[config.mk]
export PLATFORM = sky130hd
export DESIGN_NAME = logic_unit_arbiter
export DESIGN_NICKNAME = d
export VERILOG_FILES = /design/src/rtl/logic_unit_arbiter.sv
export SDC_FILE = /design/constraint.sdc
export NUM_CORES = 1
export LEC_CHECK = 0
export ABC_AREA = 1
export CAP_MARGIN = 40
export CORE_MARGIN = 8
export CORE_UTILIZATION = 35
export CTS_CLUSTER_SIZE = 16
export DETAILED_ROUTE_END_ITERATION = 10
export PLACE_DENSITY_LB_ADDON = 0.12
export SYNTH_ARGS = -nofsm -noshare
export SYNTH_HDL_FRONTEND = slang
export SYNTH_SLANG_ARGS = --single-unit
export TNS_END_PERCENT = 30
[constraint.sdc]
create_clock -name clk -period 6.2 [get_ports clk]
set_clock_uncertainty 0.2 [all_clocks]
set_input_delay 0.62 -clock clk [delete_from_list [all_inputs] [get_ports clk]]
set_output_delay 0.62 -clock clk [all_outputs]
set_load 0.01 [all_outputs]
[src/rtl/logic_unit_arbiter.sv]
// ---------------------------------------------------------------------------
// logic_unit_arbiter
//
// Round-robin arbiter that shares one AND/OR logic unit
// (out1 = in1 & in2, out2 = in3 | in4) among NREQ requesters and registers
// each result, tagged with the winner's index, into a single response slot.
//
// Ports:
//   clk        : clock, all state changes on the rising edge
//   reset      : synchronous, active-high
//   req_valid  : [NREQ]   requester i offers a bundle
//   req_ops    : [4*NREQ] requester i operands at [4i+3:4i] = {in4,in3,in2,in1}
//   req_ready  : [NREQ]   one-hot grant (or zero) for this cycle
//   resp_valid : response slot holds a result
//   resp_ready : downstream consumes the slot when high with resp_valid
//   resp_id    : [IDW]    index of the requester that produced the result
//   resp_out1  : registered in1 & in2
//   resp_out2  : registered in3 | in4
//   grant_cnt  : [16]     grant counter, present only with
//                         `define LOGIC_UNIT_ARB_STATS_EN
//
// Handshake: a transfer happens on a rising edge where valid and ready are
// both high. Requesters keep valid and their operands stable until ready;
// ready never depends on the operands.
// ---------------------------------------------------------------------------

module logic_unit (
    input  logic in1,
    input  logic in2,
    input  logic in3,
    input  logic in4,
    output logic out1,
    output logic out2
);
    assign out1 = in1 & in2;
    assign out2 = in3 | in4;
endmodule

module logic_unit_arbiter #(
    parameter int NREQ = 4,
    parameter int IDW  = 2
) (
    input  logic              clk,
    input  logic              reset,
    input  logic [NREQ-1:0]   req_valid,
    input  logic [4*NREQ-1:0] req_ops,
    output logic [NREQ-1:0]   req_ready,
    output logic              resp_valid,
    input  logic              resp_ready,
    output logic [IDW-1:0]    resp_id,
    output logic              resp_out1,
`ifdef LOGIC_UNIT_ARB_STATS_EN
    output logic [15:0]       grant_cnt,
`endif
    output logic              resp_out2
);

    localparam logic ST_EMPTY = 1'b0;
    localparam logic ST_FULL  = 1'b1;

    logic           state;
    logic [IDW-1:0] ptr;
    logic           avail;
    logic           grant_any;
    logic [IDW-1:0] grant_idx;
    logic [3:0]     unit_ops;
    logic           unit_out1;
    logic           unit_out2;
    int             scan_idx;

    logic [3:0] ops_arr [NREQ];

    for (genvar g = 0; g < NREQ; g++) begin : g_ops
        assign ops_arr[g] = req_ops[4*g +: 4];
    end

    assign resp_valid = (state == ST_FULL);
    // A full slot being drained this cycle can accept a new result on the
    // same edge, which is what keeps back-to-back throughput at one/cycle.
    assign avail = (state == ST_EMPTY) | (resp_valid & resp_ready);

    // Scan upward from ptr with wrap; the first valid requester wins.
    always_comb begin
        grant_any = 1'b0;
        grant_idx = '0;
        scan_idx  = 0;
        if (!reset && avail) begin
            for (int k = 0; k < NREQ; k++) begin
                scan_idx = int'(ptr) + k;
                if (scan_idx >= NREQ) begin
                    scan_idx = scan_idx - NREQ;
                end
                if (!grant_any && req_valid[IDW'(scan_idx)]) begin
                    grant_any = 1'b1;
                    grant_idx = IDW'(scan_idx);
                end
            end
        end
    end

    assign req_ready = grant_any ? (NREQ'(1) << grant_idx) : '0;

    // Unit inputs are zeroed when nobody is granted.
    assign unit_ops = grant_any ? ops_arr[grant_idx] : 4'b0000;

    logic_unit u_logic_unit (
        .in1  (unit_ops[0]),
        .in2  (unit_ops[1]),
        .in3  (unit_ops[2]),
        .in4  (unit_ops[3]),
        .out1 (unit_out1),
        .out2 (unit_out2)
    );

    always_ff @(posedge clk) begin
        if (reset) begin
            state     <= ST_EMPTY;
            ptr       <= '0;
            resp_id   <= '0;
            resp_out1 <= 1'b0;
            resp_out2 <= 1'b0;
        end else if (grant_any) begin
            state     <= ST_FULL;
            resp_id   <= grant_idx;
            resp_out1 <= unit_out1;
            resp_out2 <= unit_out2;
            ptr       <= (grant_idx == IDW'(NREQ-1)) ? '0 : grant_idx + IDW'(1);
        end else if (resp_valid && resp_ready) begin
            state <= ST_EMPTY;
        end
    end

`ifdef LOGIC_UNIT_ARB_STATS_EN
    always_ff @(posedge clk) begin
        if (reset) begin
            grant_cnt <= 16'h0000;
        end else if (grant_any) begin
            grant_cnt <= grant_cnt + 16'h0001;
        end
    end
`endif

endmodule

==> flow_summary.yaml, run 1 <==
die:
  rows: 17
  io_pins: 32
  die_area_sq_um: 3936
  start_util: 0.3594
  die_width_microns: 62.74
  chipHeight_microns: 62.74
  core_region_area_sq_um: 2127
clocking:
  max-clock-path-buffers: 2
  clockRootBuffer: "clkbuf_4"
  cts_tree: "done"
  cts_setup_buffers: 0
  cts_hold_buffers: 0
  ctsHtreeMaxLevel: 1
  cts_buffers: 3
  ctsResizeCount: 0
  clk_pin_slew_worst_paths_ns: 0.05
  clk_latency_ns: 0.24
  cts_sinks: 7
sta:
  hold_violations: 0
  period_share: 0.5916
  setup_tns_ns: 0
  worst_slew_pin_slew_ns: 0.4287
  grt_setup_unrepaired: "no"
  period_minus_slack_ns: 3.668
  setup_violations: 0
  fmax_ghz: 0.2726
  maxSlewViolCount: 0
  slew_headroom: 0.7138
  hold_slack_ns: 0.2704
global_route:
  grt_pass1_wl_microns: 3353
  grt_overflow: 0
  grt_usage: 0.09810
  antenna_found_initial: 0
  grt_max_degree: 14
  grt_pass1_vias: 821
critical_path:
  end_kind: "primary output"
  regToRegSetupSlack_ns: 3.80
  required_ns: 5.38
  crit_fanout: 13
  critPathKind: "in2out"
  arrival_ns: 2.85
  r2r_start: "ptr[0]$_SDFFE_PP0P_"
  worst-r2r-cell-count: 12
  startpoint_type: "input port"
  reg2reg_to: "ptr[1]$_SDFFE_PP0P_"
worst_hold_path:
  hold_path.startpoint: "resp_out2$_SDFFE_PP0P_"
  worstHoldEndpoint: "resp_out2$_SDFFE_PP0P_"
  hold_path.class: "reg2reg"
  hold_depth: 2
route:
  dr.pass1.iters: 4
  ant_nets: 0
  drtIter0Drc: 17
  drc_errors: 0
  vias_per_cell: 4.428
  wl_per_cell_microns: 9.412
  via_count: 859
  wirelength_microns: 1826
synth:
  yosysSeqAreaShare: 0.1833
  synth.yosys.warnings: 0
  synthCells: 133
  ys_ff_latch: 7
  synth.distinct_cells: 21
  syn_nets: 160
  synth_area_sq_um: 764.5
  synth.avg_cell_area_sq_um: 5.748
power:
  ir_worst_vdd_v: 0.0001980
  p_comb_frac: 0.705
  pwr-share-seq: 0.197
  power.internal_mw: 0.2056
  clkPwrFrac: 0.098
  power.density_nw_per_um2: 372.5
  p_sw_mw: 0.2106
  switching_share: 0.5060
  p_leak_nw: 0.5921
layout:
  layout-drive-gt1-share: 0.1145
  area_delta_synth_final_pct: 46.15
  antenna_cells: 0
  nets: 194
flow_run:
  maxCapViolCount: 0
run_status:
  outcome: "complete, no violations"
placed_design:
  gp_congestion: 0.7914
  hpwl_microns: 1567
  port_buffers: 31
[state kept, by name (all words and copies together), names as in the netlist]
signal	cells
resp_id	2
ptr	2
resp_out1	1
resp_valid	1
resp_out2	1
[worst max-delay path by stage]
| stage | slack, ns | depth (start not counted) | endpoint | startpoint |
|---|---|---|---|---|
| after CTS | 2.52 | 15 | req_ready[3] | req_valid[2] |
| after global placement | 2.56 | 14 | req_ready[2] | req_valid[3] |
| after floorplan | 3.67 | 12 | req_ready[1] | req_valid[3] |
| final | 2.53 | 15 | req_ready[3] | req_valid[3] |
| after global routing | 2.34 | 15 | req_ready[3] | req_valid[2] |
| after detailed placement | 2.53 | 15 | req_ready[3] | req_valid[3] |
[power groups by stage]
stage               Combinational [mW]  Sequential [mW]  Clock (mW)
floorplan                        0.227           0.0770           0
global placement                 0.295           0.0823           0
detailed placement               0.298           0.0828           0
CTS                              0.299           0.0825      0.0417
global route                     0.334           0.0856      0.0465
finish                           0.293           0.0821      0.0407
[synthesized netlist by cell type]
library cell	n	area [sq um]
o21ai_0	3	15.01
nand4_1	1	6.260
inv_2	3	11.26
nand2_4	2	22.52
nand3_1	16	80.08
nand3b_1	1	7.510
inv_1	18	67.56
buf_4	1	7.510
inv_6	1	8.760
buf_6	1	11.26
o21ai_1	1	5.000
ha_1	4	50.05
dfxtp_1	7	140.1
nor2_1	14	52.55
nand2_2	5	31.28
inv_4	1	6.260
a21oi_1	2	10.01
nor2_4	1	11.26
nand2_8	1	20.02
nand2_1	48	180.2
nand3_2	2	20.02
[metrics by stage]
stage	util	area (sq um)	instances	power, mW	setup WS, ns
global route	0.5253	1117	194	0.4663	2.336
CTS	0.5253	1117	194	0.4227	2.518
detailed placement	0.5129	1091	190	0.3805	2.527
finish	0.5253	1117	194	0.4162	2.532
floorplan	-	764.5	133	0.3041	3.669
global placement	0.5129	1091	190	0.3769	2.562
[final cells by class]
type / count / area [sq um]
Clock buffer: 4 / 26.28
Fill cell: 215 / 1010
Inverter: 23 / 93.84
Multi-Input combinational cell: 101 / 511.7
Sequential cell: 7 / 140.1
Tap cell: 28 / 35.03
Timing Repair Buffer: 31 / 310.3
[cell usage in the layout, fill, tap and decap left out]
cell type	synthesis	layout
a21oi_1	2	2
clkbuf_1	0	1
clkbuf_4	0	3
clkdlybuf4s50_1	0	31
dfxtp_1	7	7
ha_1	4	4
inv_1	18	18
inv_2	3	3
inv_4	1	1
inv_6	1	1
nand2_1	48	48
nand2_2	5	5
nand2_4	2	2
nand2_8	1	1
nand3_1	16	16
nand3_2	2	2
nand3b_1	1	1
nand4_1	1	1
nor2_1	14	14
nor2_4	1	1
o21ai_0	3	3
o21ai_1	1	1
[critical path, stage by stage]
cell and delay, ns:
clkdlybuf4s50_1 0.47, inv_1 0.06, nand2_1 0.08, nand3_1 0.12, nand2_2 0.13, nor2_4 0.06
nand3_2 0.08, nand2_4 0.11, inv_4 0.13, nand2_8 0.07, inv_1 0.09, ha_1 0.14
inv_1 0.03, nor2_1 0.09, clkdlybuf4s50_1 0.56
[per-layer routing]
metal | wire length [microns] | track usage | share of wire
met5 | 0 | 0 | 0
met2 | 827 | 0.1578 | 0.45
met4 | 0 | 0.01709 | 0
met3 | 120 | 0.03584 | 0.066
met1 | 878 | 0.1227 | 0.48
[cell families after synthesis]
kind of cell	after synthesis	synth area share
compound gates	6	0.03927
fa+ha+maj	4	0.06547
simple gates	91	0.5647
buf+inv	25	0.1473
flops	7	0.1833
(Power assumes the default switching activity.)
==> inputs of run 2 (changes only) <==
Clock period 6.2 ns to 3.2 ns, I/O delays scaled along.
==> flow_summary.yaml, run 2 (synthesis gave the netlist of run 1 again) <==
critical_path:
  cp_slowest_stage_delay_ns: 0.42
  cpLargestDelayFamily: "buffers and inverters"
  worst-path-buf-inv: 6
  critPathKind: "in2out"
  required_ns: 2.68
  r2r_start: "ptr[0]$_SDFFE_PP0P_"
  crit_top_cell: "inv_1"
  arrival_ns: 2.20
  startpoint_type: "input port"
  reg2reg_to: "ptr[1]$_SDFFE_PP0P_"
  end_kind: "primary output"
  slowest_stage: "clkdlybuf4s50_1"
  worst-r2r-cell-count: 14
  regToRegSetupSlack_ns: 0.94
  path_cells: "clkdlybuf4s50_1, inv_1, nand2_1, nand3_1, nand2_2, nor2_4, nand3_2, nand2_4, inv_4, nand2_8, inv_1, ha_1, inv_1, nor2_1, dlymetal6s2s_1"
  crit_fanout: 13
power:
  switching_share: 0.5068
  p_leak_nw: 0.6604
  power.density_nw_per_um2: 713.6
  p_comb_frac: 0.703
  pwr-share-seq: 0.200
  power.internal_mw: 0.3972
  p_sw_mw: 0.4082
  clkPwrFrac: 0.098
  ir_worst_vdd_v: 0.0003841
route:
  ant_nets: 0
  wl_per_cell_microns: 9.454
  dr.pass1.iters: 4
  m1WireLength_microns: 883
  via_count: 859
  vias_per_cell: 4.428
  dr_wl_met2_microns: 830
  wirelength_microns: 1834
  drc_errors: 0
  wl_met3_microns: 120
  drtIter0Drc: 20
  top_layer: "met3"
die:
  core_region_area_sq_um: 2127
  chipHeight_microns: 62.74
  io_pins: 32
  die_width_microns: 62.74
  rows: 17
  start_util: 0.3594
  die_area_sq_um: 3936
sta:
  period_minus_slack_ns: 2.717
  hold_slack_ns: 0.2706
  slew_headroom: 0.8297
  hold_violations: 0
  setup_tns_ns: 0
  period_share: 0.8490
  maxSlewViolCount: 0
  grt_setup_unrepaired: "no"
  worst_slew_pin_slew_ns: 0.2546
  fmax_ghz: 0.3681
  setup_violations: 0
placed_design:
  gp_congestion: 0.7913
  place_inst: 190
  port_buffers: 31
  hpwl_microns: 1567
clocking:
  cts_buffers: 3
  cts_hold_buffers: 0
  clk_latency_ns: 0.24
  ctsHtreeMaxLevel: 1
  clk_pin_slew_worst_paths_ns: 0.05
  ctsResizeCount: 0
  cts_sinks: 7
  cts_tree: "done"
  clockRootBuffer: "clkbuf_4"
  max-clock-path-buffers: 2
  cts_setup_buffers: 0
layout:
  mostFrequentLayoutCells: "nand2_1, clkdlybuf4s50_1, inv_1"
  final_common_cell: "nand2_1"
  reg_top3: "ptr x2, resp_id x2"
  area_delta_synth_final_pct: 47.63
  nets: 194
  stdcell_count: 194
  layout-drive-gt1-share: 0.1205
  antenna_cells: 0
flow_run:
  maxCapViolCount: 0
worst_hold_path:
  hold_depth: 2
  hold_path.startpoint: "resp_out2$_SDFFE_PP0P_"
  hold_path.class: "reg2reg"
  worstHoldEndpoint: "resp_out2$_SDFFE_PP0P_"
global_route:
  antenna_found_initial: 0
  grt_pass1_vias: 821
  grt_overflow: 0
  grt_max_degree: 14
  grt_pass1_wl_microns: 3353
  grt_usage: 0.09810
run_status:
  outcome: "complete, no violations"
## run 2: how the worst max path moves through the flow
stage,start,endpoint,slack [ns],cells past startpoint
floorplan,ptr[0]$_SDFFE_PP0P_,req_ready[3],1.15,15
global placement,req_valid[3],req_ready[2],0.16,14
detailed placement,req_valid[3],req_ready[3],0.13,15
CTS,ptr[0]$_SDFFE_PP0P_,req_ready[3],0.04,14
global route,req_valid[2],req_ready[3],0.30,15
finish,req_valid[3],req_ready[3],0.48,15
## run 2: worst reg2reg max path, stage by stage, from the launching register on
cell     delay [ns]
dfxtp_2        0.46
inv_6          0.08
nand2_1        0.08
nand2_2        0.08
nand2_2        0.08
nand2_2        0.07
nor2_4         0.11
nand3_2        0.11
nand2_4        0.16
inv_4          0.08
nand2_8        0.08
inv_1          0.06
ha_1           0.29
o21ai_0        0.16
a21oi_1        0.05
## run 2: routing by layer
layer | global-route usage | up-vias
met1 | 0.1227 | 363
met4 | 0.01709 | 0
met5 | 0 | -
met2 | 0.1578 | 26
li1 | - | 470
met3 | 0.03584 | 0
## run 2: layout make-up
type	instances	area [sq um]
sequential	7	141.4
tap	28	35.03
inverter	23	93.84
clock buffer	4	26.28
timing repair buffer	31	320.3
fill	213	998.5
multi-input combinational	101	511.7
## run 2: power by group through the flow
stage	clock network, mW	logic, mW	registers [mW]
after floorplan	0	0.440	0.149
after global placement	0	0.571	0.159
after detailed placement	0	0.577	0.160
after CTS	0.0807	0.578	0.160
after global routing	0.0900	0.645	0.168
final	0.0788	0.566	0.161
## run 2: through the flow
step,setup slack (ns),cell area (sq um),power [mW],utilization
after floorplan,1.155,764.5,0.5892,-
after global placement,0.1620,1091,0.7303,0.5129
after detailed placement,0.1272,1091,0.7372,0.5129
after CTS,0.03572,1117,0.8189,0.5253
after global routing,0.3046,1129,0.9021,0.5306
final,0.4833,1129,0.8053,0.5306
